### src/rtl/sys_ctrl_pkg.sv
// Shared constants and state encoding for the UART receive-side command decoder.
package sys_ctrl_pkg;

  localparam logic [7:0] RF_WR_CMD   = 8'hAA;
  localparam logic [7:0] RF_RD_CMD   = 8'hBB;
  localparam logic [7:0] ALU_OP_CMD  = 8'hCC;
  localparam logic [7:0] ALU_NOP_CMD = 8'hDD;

  // RF locations that receive the two ALU operands of a CC frame.
  localparam int OPA_ADDR = 0;
  localparam int OPB_ADDR = 1;

  typedef enum logic [2:0] {
    ST_IDLE,
    ST_WR_ADDR,
    ST_WR_DATA,
    ST_RD_ADDR,
    ST_OP_A,
    ST_OP_B,
    ST_ALU_FUN
  } rx_state_e;

endpackage

### src/rtl/sys_control_rx_if.sv
// Bus bundle between the UART RX byte source, the command decoder and the RF/ALU.
// Handshake: uart_rx_data_valid_in is a one-cycle pulse qualifying uart_rx_data_in;
// there is no ready/backpressure, so every pulse is consumed in the cycle it appears.
// All RF/ALU strobes and frame_abort_out are one-cycle pulses; addr/data/fun hold between strobes.
interface sys_control_rx_if #(
  parameter int WIDTH = 8,
  parameter int ADDR  = 4,
  parameter int FUN_W = 4
);
  logic [WIDTH-1:0] uart_rx_data_in;
  logic             uart_rx_data_valid_in;
  logic             rf_wr_en_out;
  logic             rf_rd_en_out;
  logic [ADDR-1:0]  rf_addr_out;
  logic [WIDTH-1:0] rf_wr_data_out;
  logic             alu_en_out;
  logic [FUN_W-1:0] alu_fun_out;
  logic             frame_abort_out;
  logic             busy_out;

  modport master (
    output uart_rx_data_in, uart_rx_data_valid_in,
    input  rf_wr_en_out, rf_rd_en_out, rf_addr_out, rf_wr_data_out,
    input  alu_en_out, alu_fun_out, frame_abort_out, busy_out
  );

  modport slave (
    input  uart_rx_data_in, uart_rx_data_valid_in,
    output rf_wr_en_out, rf_rd_en_out, rf_addr_out, rf_wr_data_out,
    output alu_en_out, alu_fun_out, frame_abort_out, busy_out
  );
endinterface

### src/rtl/sys_ctrl_frame_timer.sv
// Inter-byte idle counter for a frame in progress; flags expiry on the TIMEOUT-th empty cycle.
module sys_ctrl_frame_timer #(
  parameter int TIMEOUT = 1024
) (
  input  logic clk,
  input  logic reset_n,
  input  logic byte_valid_i,
  input  logic active_i,
  output logic expired_o
);
  localparam int CW = (TIMEOUT > 1) ? $clog2(TIMEOUT) : 1;
  localparam logic [CW-1:0] LAST = (TIMEOUT > 0) ? CW'(TIMEOUT - 1) : '0;

  logic [CW-1:0] cnt_q, cnt_d;

  // cnt_q counts empty non-idle cycles seen so far, so reaching LAST with no
  // byte this cycle means TIMEOUT consecutive empty cycles have elapsed.
  assign expired_o = (TIMEOUT != 0) && active_i && !byte_valid_i && (cnt_q == LAST);

  always_comb begin
    cnt_d = cnt_q + CW'(1);
    if ((TIMEOUT == 0) || !active_i || byte_valid_i || expired_o) begin
      cnt_d = '0;
    end
  end

  always_ff @(posedge clk or negedge reset_n) begin
    if (!reset_n) cnt_q <= '0;
    else          cnt_q <= cnt_d;
  end
endmodule

### src/rtl/sys_control_rx.sv
// Receive-side command decoder: parses framed UART bytes into RF write/read and ALU strobes.
module sys_control_rx
  import sys_ctrl_pkg::*;
#(
  parameter int WIDTH   = 8,
  parameter int ADDR    = 4,
  parameter int FUN_W   = 4,
  parameter int TIMEOUT = 1024
) (
  input  logic                 clk,
  input  logic                 reset_n,
  sys_control_rx_if.slave      bus,
  output rx_state_e            dbg_state_out
);
  rx_state_e        state_q, state_d;
  logic [ADDR-1:0]  wr_addr_q, wr_addr_d;
  logic             rf_wr_en_q, rf_wr_en_d;
  logic             rf_rd_en_q, rf_rd_en_d;
  logic [ADDR-1:0]  rf_addr_q, rf_addr_d;
  logic [WIDTH-1:0] rf_wr_data_q, rf_wr_data_d;
  logic             alu_en_q, alu_en_d;
  logic [FUN_W-1:0] alu_fun_q, alu_fun_d;
  logic             abort_q, abort_d;
  logic             expired;

  logic [WIDTH-1:0] rx_byte;
  logic             rx_valid;
  assign rx_byte  = bus.uart_rx_data_in;
  assign rx_valid = bus.uart_rx_data_valid_in;

  sys_ctrl_frame_timer #(.TIMEOUT(TIMEOUT)) u_timer (
    .clk          (clk),
    .reset_n      (reset_n),
    .byte_valid_i (rx_valid),
    .active_i     (state_q != ST_IDLE),
    .expired_o    (expired)
  );

  always_comb begin
    state_d      = state_q;
    wr_addr_d    = wr_addr_q;
    rf_wr_en_d   = 1'b0;
    rf_rd_en_d   = 1'b0;
    alu_en_d     = 1'b0;
    abort_d      = 1'b0;
    rf_addr_d    = rf_addr_q;
    rf_wr_data_d = rf_wr_data_q;
    alu_fun_d    = alu_fun_q;
    // Expiry only fires on a cycle without a byte, so a byte in that cycle wins.
    if (expired) begin
      state_d = ST_IDLE;
      abort_d = 1'b1;
    end else if (rx_valid) begin
      case (state_q)
        ST_IDLE: begin
          if      (rx_byte == WIDTH'(RF_WR_CMD))   state_d = ST_WR_ADDR;
          else if (rx_byte == WIDTH'(RF_RD_CMD))   state_d = ST_RD_ADDR;
          else if (rx_byte == WIDTH'(ALU_OP_CMD))  state_d = ST_OP_A;
          else if (rx_byte == WIDTH'(ALU_NOP_CMD)) state_d = ST_ALU_FUN;
        end
        ST_WR_ADDR: begin
          wr_addr_d = rx_byte[ADDR-1:0];
          state_d   = ST_WR_DATA;
        end
        ST_WR_DATA: begin
          rf_wr_en_d   = 1'b1;
          rf_addr_d    = wr_addr_q;
          rf_wr_data_d = rx_byte;
          state_d      = ST_IDLE;
        end
        ST_RD_ADDR: begin
          rf_rd_en_d = 1'b1;
          rf_addr_d  = rx_byte[ADDR-1:0];
          state_d    = ST_IDLE;
        end
        ST_OP_A: begin
          rf_wr_en_d   = 1'b1;
          rf_addr_d    = ADDR'(OPA_ADDR);
          rf_wr_data_d = rx_byte;
          state_d      = ST_OP_B;
        end
        ST_OP_B: begin
          rf_wr_en_d   = 1'b1;
          rf_addr_d    = ADDR'(OPB_ADDR);
          rf_wr_data_d = rx_byte;
          state_d      = ST_ALU_FUN;
        end
        ST_ALU_FUN: begin
          alu_en_d  = 1'b1;
          alu_fun_d = rx_byte[FUN_W-1:0];
          state_d   = ST_IDLE;
        end
        default: state_d = ST_IDLE;
      endcase
    end
  end

  always_ff @(posedge clk or negedge reset_n) begin
    if (!reset_n) begin
      state_q      <= ST_IDLE;
      wr_addr_q    <= '0;
      rf_wr_en_q   <= 1'b0;
      rf_rd_en_q   <= 1'b0;
      rf_addr_q    <= '0;
      rf_wr_data_q <= '0;
      alu_en_q     <= 1'b0;
      alu_fun_q    <= '0;
      abort_q      <= 1'b0;
    end else begin
      state_q      <= state_d;
      wr_addr_q    <= wr_addr_d;
      rf_wr_en_q   <= rf_wr_en_d;
      rf_rd_en_q   <= rf_rd_en_d;
      rf_addr_q    <= rf_addr_d;
      rf_wr_data_q <= rf_wr_data_d;
      alu_en_q     <= alu_en_d;
      alu_fun_q    <= alu_fun_d;
      abort_q      <= abort_d;
    end
  end

  assign bus.rf_wr_en_out    = rf_wr_en_q;
  assign bus.rf_rd_en_out    = rf_rd_en_q;
  assign bus.rf_addr_out     = rf_addr_q;
  assign bus.rf_wr_data_out  = rf_wr_data_q;
  assign bus.alu_en_out      = alu_en_q;
  assign bus.alu_fun_out     = alu_fun_q;
  assign bus.frame_abort_out = abort_q;
  assign bus.busy_out        = (state_q != ST_IDLE);
  assign dbg_state_out       = state_q;
endmodule

### src/flat_wrapper.sv
// flat-port wrapper written by rule: the top's interface ports become plain ports
module sys_control_rx_flat import sys_ctrl_pkg::*;
#(
  parameter int WIDTH   = 8,
  parameter int ADDR    = 4,
  parameter int FUN_W   = 4,
  parameter int TIMEOUT = 1024
)
  (clk, reset_n, dbg_state_out, bus_uart_rx_data_in, bus_uart_rx_data_valid_in, bus_rf_wr_en_out, bus_rf_rd_en_out, bus_rf_addr_out, bus_rf_wr_data_out, bus_alu_en_out, bus_alu_fun_out, bus_frame_abort_out, bus_busy_out);
  sys_control_rx_if #(.WIDTH(WIDTH), .ADDR(ADDR), .FUN_W(FUN_W)) bus_i ();
  input  logic clk;
  input  logic reset_n;
  output rx_state_e dbg_state_out;
  input wire logic [$bits(bus_i.uart_rx_data_in)-1:0] bus_uart_rx_data_in;
  input wire logic [$bits(bus_i.uart_rx_data_valid_in)-1:0] bus_uart_rx_data_valid_in;
  output wire logic [$bits(bus_i.rf_wr_en_out)-1:0] bus_rf_wr_en_out;
  output wire logic [$bits(bus_i.rf_rd_en_out)-1:0] bus_rf_rd_en_out;
  output wire logic [$bits(bus_i.rf_addr_out)-1:0] bus_rf_addr_out;
  output wire logic [$bits(bus_i.rf_wr_data_out)-1:0] bus_rf_wr_data_out;
  output wire logic [$bits(bus_i.alu_en_out)-1:0] bus_alu_en_out;
  output wire logic [$bits(bus_i.alu_fun_out)-1:0] bus_alu_fun_out;
  output wire logic [$bits(bus_i.frame_abort_out)-1:0] bus_frame_abort_out;
  output wire logic [$bits(bus_i.busy_out)-1:0] bus_busy_out;
  assign bus_i.uart_rx_data_in = bus_uart_rx_data_in;
  assign bus_i.uart_rx_data_valid_in = bus_uart_rx_data_valid_in;
  assign bus_rf_wr_en_out = bus_i.rf_wr_en_out;
  assign bus_rf_rd_en_out = bus_i.rf_rd_en_out;
  assign bus_rf_addr_out = bus_i.rf_addr_out;
  assign bus_rf_wr_data_out = bus_i.rf_wr_data_out;
  assign bus_alu_en_out = bus_i.alu_en_out;
  assign bus_alu_fun_out = bus_i.alu_fun_out;
  assign bus_frame_abort_out = bus_i.frame_abort_out;
  assign bus_busy_out = bus_i.busy_out;
  sys_control_rx #(.WIDTH(WIDTH), .ADDR(ADDR), .FUN_W(FUN_W), .TIMEOUT(TIMEOUT)) u_core (.clk(clk), .reset_n(reset_n), .bus(bus_i), .dbg_state_out(dbg_state_out));
endmodule
### config.mk
export PLATFORM = sky130hd
export DESIGN_NAME = sys_control_rx_flat
export DESIGN_NICKNAME = d
export VERILOG_FILES = /design/src/rtl/sys_ctrl_pkg.sv /design/src/rtl/sys_control_rx_if.sv /design/src/rtl/sys_ctrl_frame_timer.sv /design/src/rtl/sys_control_rx.sv /design/src/flat_wrapper.sv
export SDC_FILE = /design/constraint.sdc
export NUM_CORES = 1
export LEC_CHECK = 0
export CORE_MARGIN = 5
export CORE_UTILIZATION = 50
export CTS_CLUSTER_DIAMETER = 30
export CTS_CLUSTER_SIZE = 30
export DETAILED_ROUTE_END_ITERATION = 8
export GPL_ROUTABILITY_DRIVEN = 0
export PLACE_DENSITY_LB_ADDON = 0.08
export SLEW_MARGIN = 20
export SYNTH_ARGS = -nofsm -noshare
export SYNTH_HDL_FRONTEND = slang
export SYNTH_HIERARCHICAL = 1
export SYNTH_SLANG_ARGS = --single-unit
### constraint.sdc
create_clock -name clk -period 3.51 [get_ports clk]
set_clock_uncertainty 0.15 [all_clocks]
set_input_delay 1.053 -clock clk [delete_from_list [all_inputs] [get_ports clk]]
set_output_delay 1.053 -clock clk [all_outputs]
set_load 0.005 [all_outputs]
* Yosys cells after proc, flatten, opt, wreduce, memory -nomap -nowiden
Cells that the tools add are included.
** Word-level totals
- Bits in registers :: 37
- Bits of input ports :: 11
- Word-level logic and storage cells :: 59
** Cells by class
- Add/sub/neg operators :: 1
- Eq/ne operators :: 12
- Mux-type cells :: 19
- Bitwise gates (word level) :: 1
- Reduce and logical (&&, ||, !) cells :: 16
** Operator list (number)
- $eq A8 B8 Y1 const B :: 4
- $mux W3 :: 6
- $pmux W4 S4 :: 1
- $pmux W3 S4 :: 1
- $reduce_and A3 Y1 :: 4
- $add A10 B1 Y10 const B :: 1
- $eq A10 B10 Y1 const B :: 1
- $mux W1 :: 10
- $mux W10 :: 1
- $eq A3 B3 Y1 const B :: 3
- $eq A3 B2 Y1 const B :: 2
- $ne A6 B2 Y1 const B :: 1
- $reduce_bool A4 Y1 :: 1
- $eq A3 B1 Y1 const B :: 1
- $logic_not A3 Y1 :: 1
- $reduce_bool A3 Y1 :: 1
- $reduce_or A3 Y1 :: 1
- $logic_and A1 B1 Y1 :: 2
- $logic_not A1 Y1 :: 2
- $logic_or A1 B1 Y1 :: 2
- $reduce_and A2 Y1 :: 1
- $reduce_bool A2 Y1 :: 1
- $not A1 Y1 :: 1

* Depth between registers and ports, before layout
- Depth after elaboration :: 8
- Depth in mapped cells :: 9
- Depth with buffers taken out :: 7

* By module
The synthesis kept the hierarchy.
** By module, submodules not included
- sys_control_rx :: times used 1, cells an instance 108, area an instance 1214.9 sq um, sequential area each 675.6 sq um
- sys_ctrl_frame_timer :: times used 1, cells an instance 51, area an instance 503.0 sq um, sequential area each 250.2 sq um

* Worst setup path after synthesis
OpenSTA, ideal clock, no wires.
- Path kind :: input-to-reg
- Start point :: in bus_uart_rx_data_valid_in
- End point :: reg u_core.wr_addr_q[0]
- Setup time :: 0.125 ns
- Arrival time :: 2.536 ns
- Slack :: 0.700 ns
- Cell stages on the path :: 6
- Cells stage by stage :: nand2b_1 > nor4_1 > nand2b_2 > nor2_1 > nand3_1 > mux2_2
** On the way
- Word-level cells in the longest chain between the ends :: 5
** RTL lines
- start: declaration :: RTL line flat_wrapper.sv:15 : input wire logic [$bits(bus_i.uart_rx_data_valid_in)-1:0] bus_uart_rx_data_valid_in;
- $logic_not A1 Y1 :: RTL line sys_ctrl_frame_timer.sv:18 : assign expired_o = (TIMEOUT != 0) && active_i && !byte_valid_i && (cnt_q == LAST);
- $logic_and A1 B1 Y1 (2 in series) :: RTL line sys_ctrl_frame_timer.sv:18
- $not A1 Y1 (no line)
- $reduce_and A3 Y1 (no line) (*)
- end signal: assignment :: RTL line sys_control_rx.sv:111 : wr_addr_q <= wr_addr_d;
- end: declaration :: RTL line sys_control_rx.sv:16 : logic [ADDR-1:0] wr_addr_q, wr_addr_d;
Every way passes the cells marked *; elsewhere a longest branch is shown, timed or not.
A chain may end at the register's enable or synchronous reset.

* Final worst setup path
- Start point :: reg u_core.state_q[1] (netlist: u_core/dbg_state_out[1])
- End point :: out bus_busy_out
** On the way
- Word-level cells in the longest chain between the ends :: 1
** RTL lines
- start: declaration :: RTL line sys_control_rx.sv:15 : rx_state_e state_q, state_d;
- start signal: assignment :: RTL line sys_control_rx.sv:110 : state_q <= state_d;
- $reduce_bool A3 Y1 :: RTL line sys_control_rx.sv:129 : assign bus.busy_out = (state_q != ST_IDLE);
- end: declaration :: RTL line flat_wrapper.sv:23 : output wire logic [$bits(bus_i.busy_out)-1:0] bus_busy_out;
No other way between the ends.

==> results.py <==
metrics = {
    "grt": {
        "grt_pass1_vias": 1347,
        "grt_overflow": 0,
        "grt_max_degree": 38,
        "grt.total_usage_pct": 17.7,
        "grt_pass1_wl_um": 6020,
        "antenna_found_initial": 0,
    },
    "final_layout": {
        "drive_gt1_share_pct": 13.5,
        "layout_common_cells": "dfrtp_1 (37), clkdlybuf4s50_1 (34), nor2_1 (13), mux2_2 (13), nand2_1 (12)",
        "regArea_um2": 926,
        "synthToLayoutAreaGrowth_pct": 25.7,
        "antenna_cells": 0,
        "nets": 211,
        "layout_commonest_cell": "dfrtp_1",
        "multi_input_area_um2": 734,
        "fillers": 271,
    },
    "timing": {
        "slew_headroom_pct": 50.9,
        "finalCriticalPeriod_ns": 3.04,
        "grt_setup_unrepaired": "no",
        "slew_violations": 0,
        "tightest_slew_ns": 0.730,
        "finalHoldViolations": 0,
        "fmax_mhz": 328,
        "finalSetupViolCount": 0,
        "min_period_over_period_pct": 86.7,
        "fin_ws_ns": 0.465,
        "fin_setup_tns_ns": 0,
    },
    "logic_synthesis": {
        "synth-main-ff-cell": "dfrtp_1",
        "synth_area_leaders": "dfrtp_1 (54%), mux2_2 (8.5%), o21ai_0 (3.2%)",
        "synth_top_area_share_pct": 53.9,
        "yosys.cell_types.count": 42,
        "ys_warn_count": 6,
        "synth_top_area_cell": "dfrtp_1",
        "synth_fp_nets": 171,
        "synth-seq-cells": 37,
        "ys_seq_area_share_pct": 53.9,
        "synthCells": 159,
        "async_reset_ff_share_pct": 100,
        "syn_area_per_cell_um2": 10.8,
        "synth_edf_count": 0,
        "synth.cell_area_um2": 1720,
    },
    "setup_path": {
        "required_ns": 2.31,
        "r2r_cells": 7,
        "crit_start": "u_core/dbg_state_out[1]$_DFFE_PN0P_",
        "cp-end-kind": "primary output",
        "timing.rr.start": "u_core/dbg_state_out[1]$_DFFE_PN0P_",
        "reg2reg_slack_ns": 0.79,
        "rr_endpoint": "u_core/bus.alu_fun_out[0]$_DFFE_PN0P_",
        "crit_path_start_kind": "flip-flop",
        "crit_end": "bus_busy_out",
        "crit_type": "reg2out",
        "arrival_ns": 1.84,
        "cp_max_fo": 12,
    },
    "outcome": {
        "status": "complete, no violations",
    },
    "floorplan": {
        "start_util_pct": 51.5,
        "die_w_um": 68.6,
        "num_io_pins": 35,
        "coreArea_um2": 3340,
        "die-area_um2": 4710,
        "die_height_um": 68.6,
        "row_count": 21,
    },
    "cts": {
        "insertion_delay_ns": 0.34,
        "cts_tree": "done",
        "cts_hold_buf": 0,
        "cts_root_buf": "clkbuf_4",
        "cts_buffer_depth": 2,
        "post_cts_resized": 0,
        "post_cts_buffers": 0,
        "htreeDepth": 2,
        "cts.sinks": 37,
        "numCtsBuffers": 5,
        "path_clk_slew_ns": 0.11,
    },
    "drt": {
        "initialDrtViolationCount": 75,
        "via_per_inst": 5.50,
        "num_vias": 1354,
        "antenna_left": 0,
        "wl_um": 3600,
        "drt_first_pass_iters": 4,
        "routedWlPerCell_um": 14.6,
        "drc": 0,
    },
    "placed_design": {
        "hpwl_um": 2600,
        "dpl_worst_slack_ns": 0.243,
        "buffer_ports.inserted": 34,
    },
    "power_and_ir_drop": {
        "p_leak_uw": 0.000914,
        "ir_drop_mv": 0.345,
        "report.power.total_uw": 1510,
        "power_per_cell_area_nw_per_um2": 699,
    },
    "flow_run": {
        "drv_cap": 0,
    },
    "hold_path": {
        "min_path_type": "reg2reg",
    },
}
## critical path, cell delays in order (launching register included)
cell	delay, ns
dfrtp_1	0.52
or3_1	0.50
clkdlybuf4s50_1	0.49
## sequential cells by signal, summed over array words and instances (netlist names), 3 cells and up
name                       cells
u_core/bus.alu_fun_out         4
u_core/bus.rf_addr_out         4
u_core/bus.rf_wr_data_out      8
u_core/dbg_state_out           3
u_core/u_timer/cnt_q          10
u_core/wr_addr_q               4
## layout make-up
class,instances,share of cell area (%)
tap,46,2.67
inverter,8,1.39
clock buffer,8,2.26
sequential,37,42.9
timing repair buffer,37,16.8
multi-input combinational,110,34.0
## Yosys cell counts, types with 2 or more instances
cell       number
a211oi_1        2
inv_1           7
nand2b_1        5
nand4bb_1       2
dfrtp_1        37
nor2_1         13
nand2_1        12
nand4_1         2
o21ai_0        11
a31oi_1         4
xnor2_1         2
nand3_1         5
o22ai_1         2
o31ai_1         3
mux2_2         13
xor2_1          3
nor3_1          2
a21oi_1         6
or3_1           4
nand3b_1        2
## stage by stage
step / hold slack (ns) / instance area (um2) / instances / util [%]
finish: 0.336 / 2160 / 246 / 64.7
global route: 0.356 / 2160 / 246 / 64.7
CTS: 0.342 / 2160 / 246 / 64.7
detailed placement: 0.317 / 2110 / 238 / 63.3
global placement: 0.312 / 2110 / 238 / 63.3
floorplan: 0.305 / 1720 / 159 / -
## worst min path at each step
stage	start	endpoint	slack [ns]	cells past startpoint
finish	u_core/bus.rf_addr_out[0]$_DFFE_PN0P_	u_core/bus.rf_addr_out[0]$_DFFE_PN0P_	0.34	1
global route	u_core/bus.rf_addr_out[0]$_DFFE_PN0P_	u_core/bus.rf_addr_out[0]$_DFFE_PN0P_	0.36	1
CTS	u_core/bus.rf_addr_out[0]$_DFFE_PN0P_	u_core/bus.rf_addr_out[0]$_DFFE_PN0P_	0.34	1
detailed placement	u_core/bus.rf_addr_out[0]$_DFFE_PN0P_	u_core/bus.rf_addr_out[0]$_DFFE_PN0P_	0.32	1
global placement	u_core/bus.rf_addr_out[1]$_DFFE_PN0P_	u_core/bus.rf_addr_out[1]$_DFFE_PN0P_	0.31	2
floorplan	u_core/u_timer/cnt_q[0]$_DFF_PN0_	u_core/u_timer/cnt_q[0]$_DFF_PN0_	0.30	1
## layer usage
metal	GRT usage (%)	wire length (um)	vias to the layer above
met4	8.19	70	0
met2	27.9	1690	48
met3	4.38	239	8
met1	22.7	1600	653
met5	0	0	-
li1	-	-	645
## cells by family after synthesis
| kind of cell | Yosys count | share of synthesized area [%] |
|---|---|---|
| flops | 37 | 53.9 |
| xor+xnor | 5 | 2.55 |
| mux | 14 | 9.40 |
| fa+ha+maj | 1 | 0.728 |
| compound gates | 33 | 11.7 |
| simple gates | 57 | 18.4 |
| buf+inv | 12 | 3.35 |
## power breakdown
group	switching [uW]	internal, uW
Clock	129	79.9
Combinational	232	376
Sequential	125	569
Note: power is estimated with default switching activity, not from simulation.
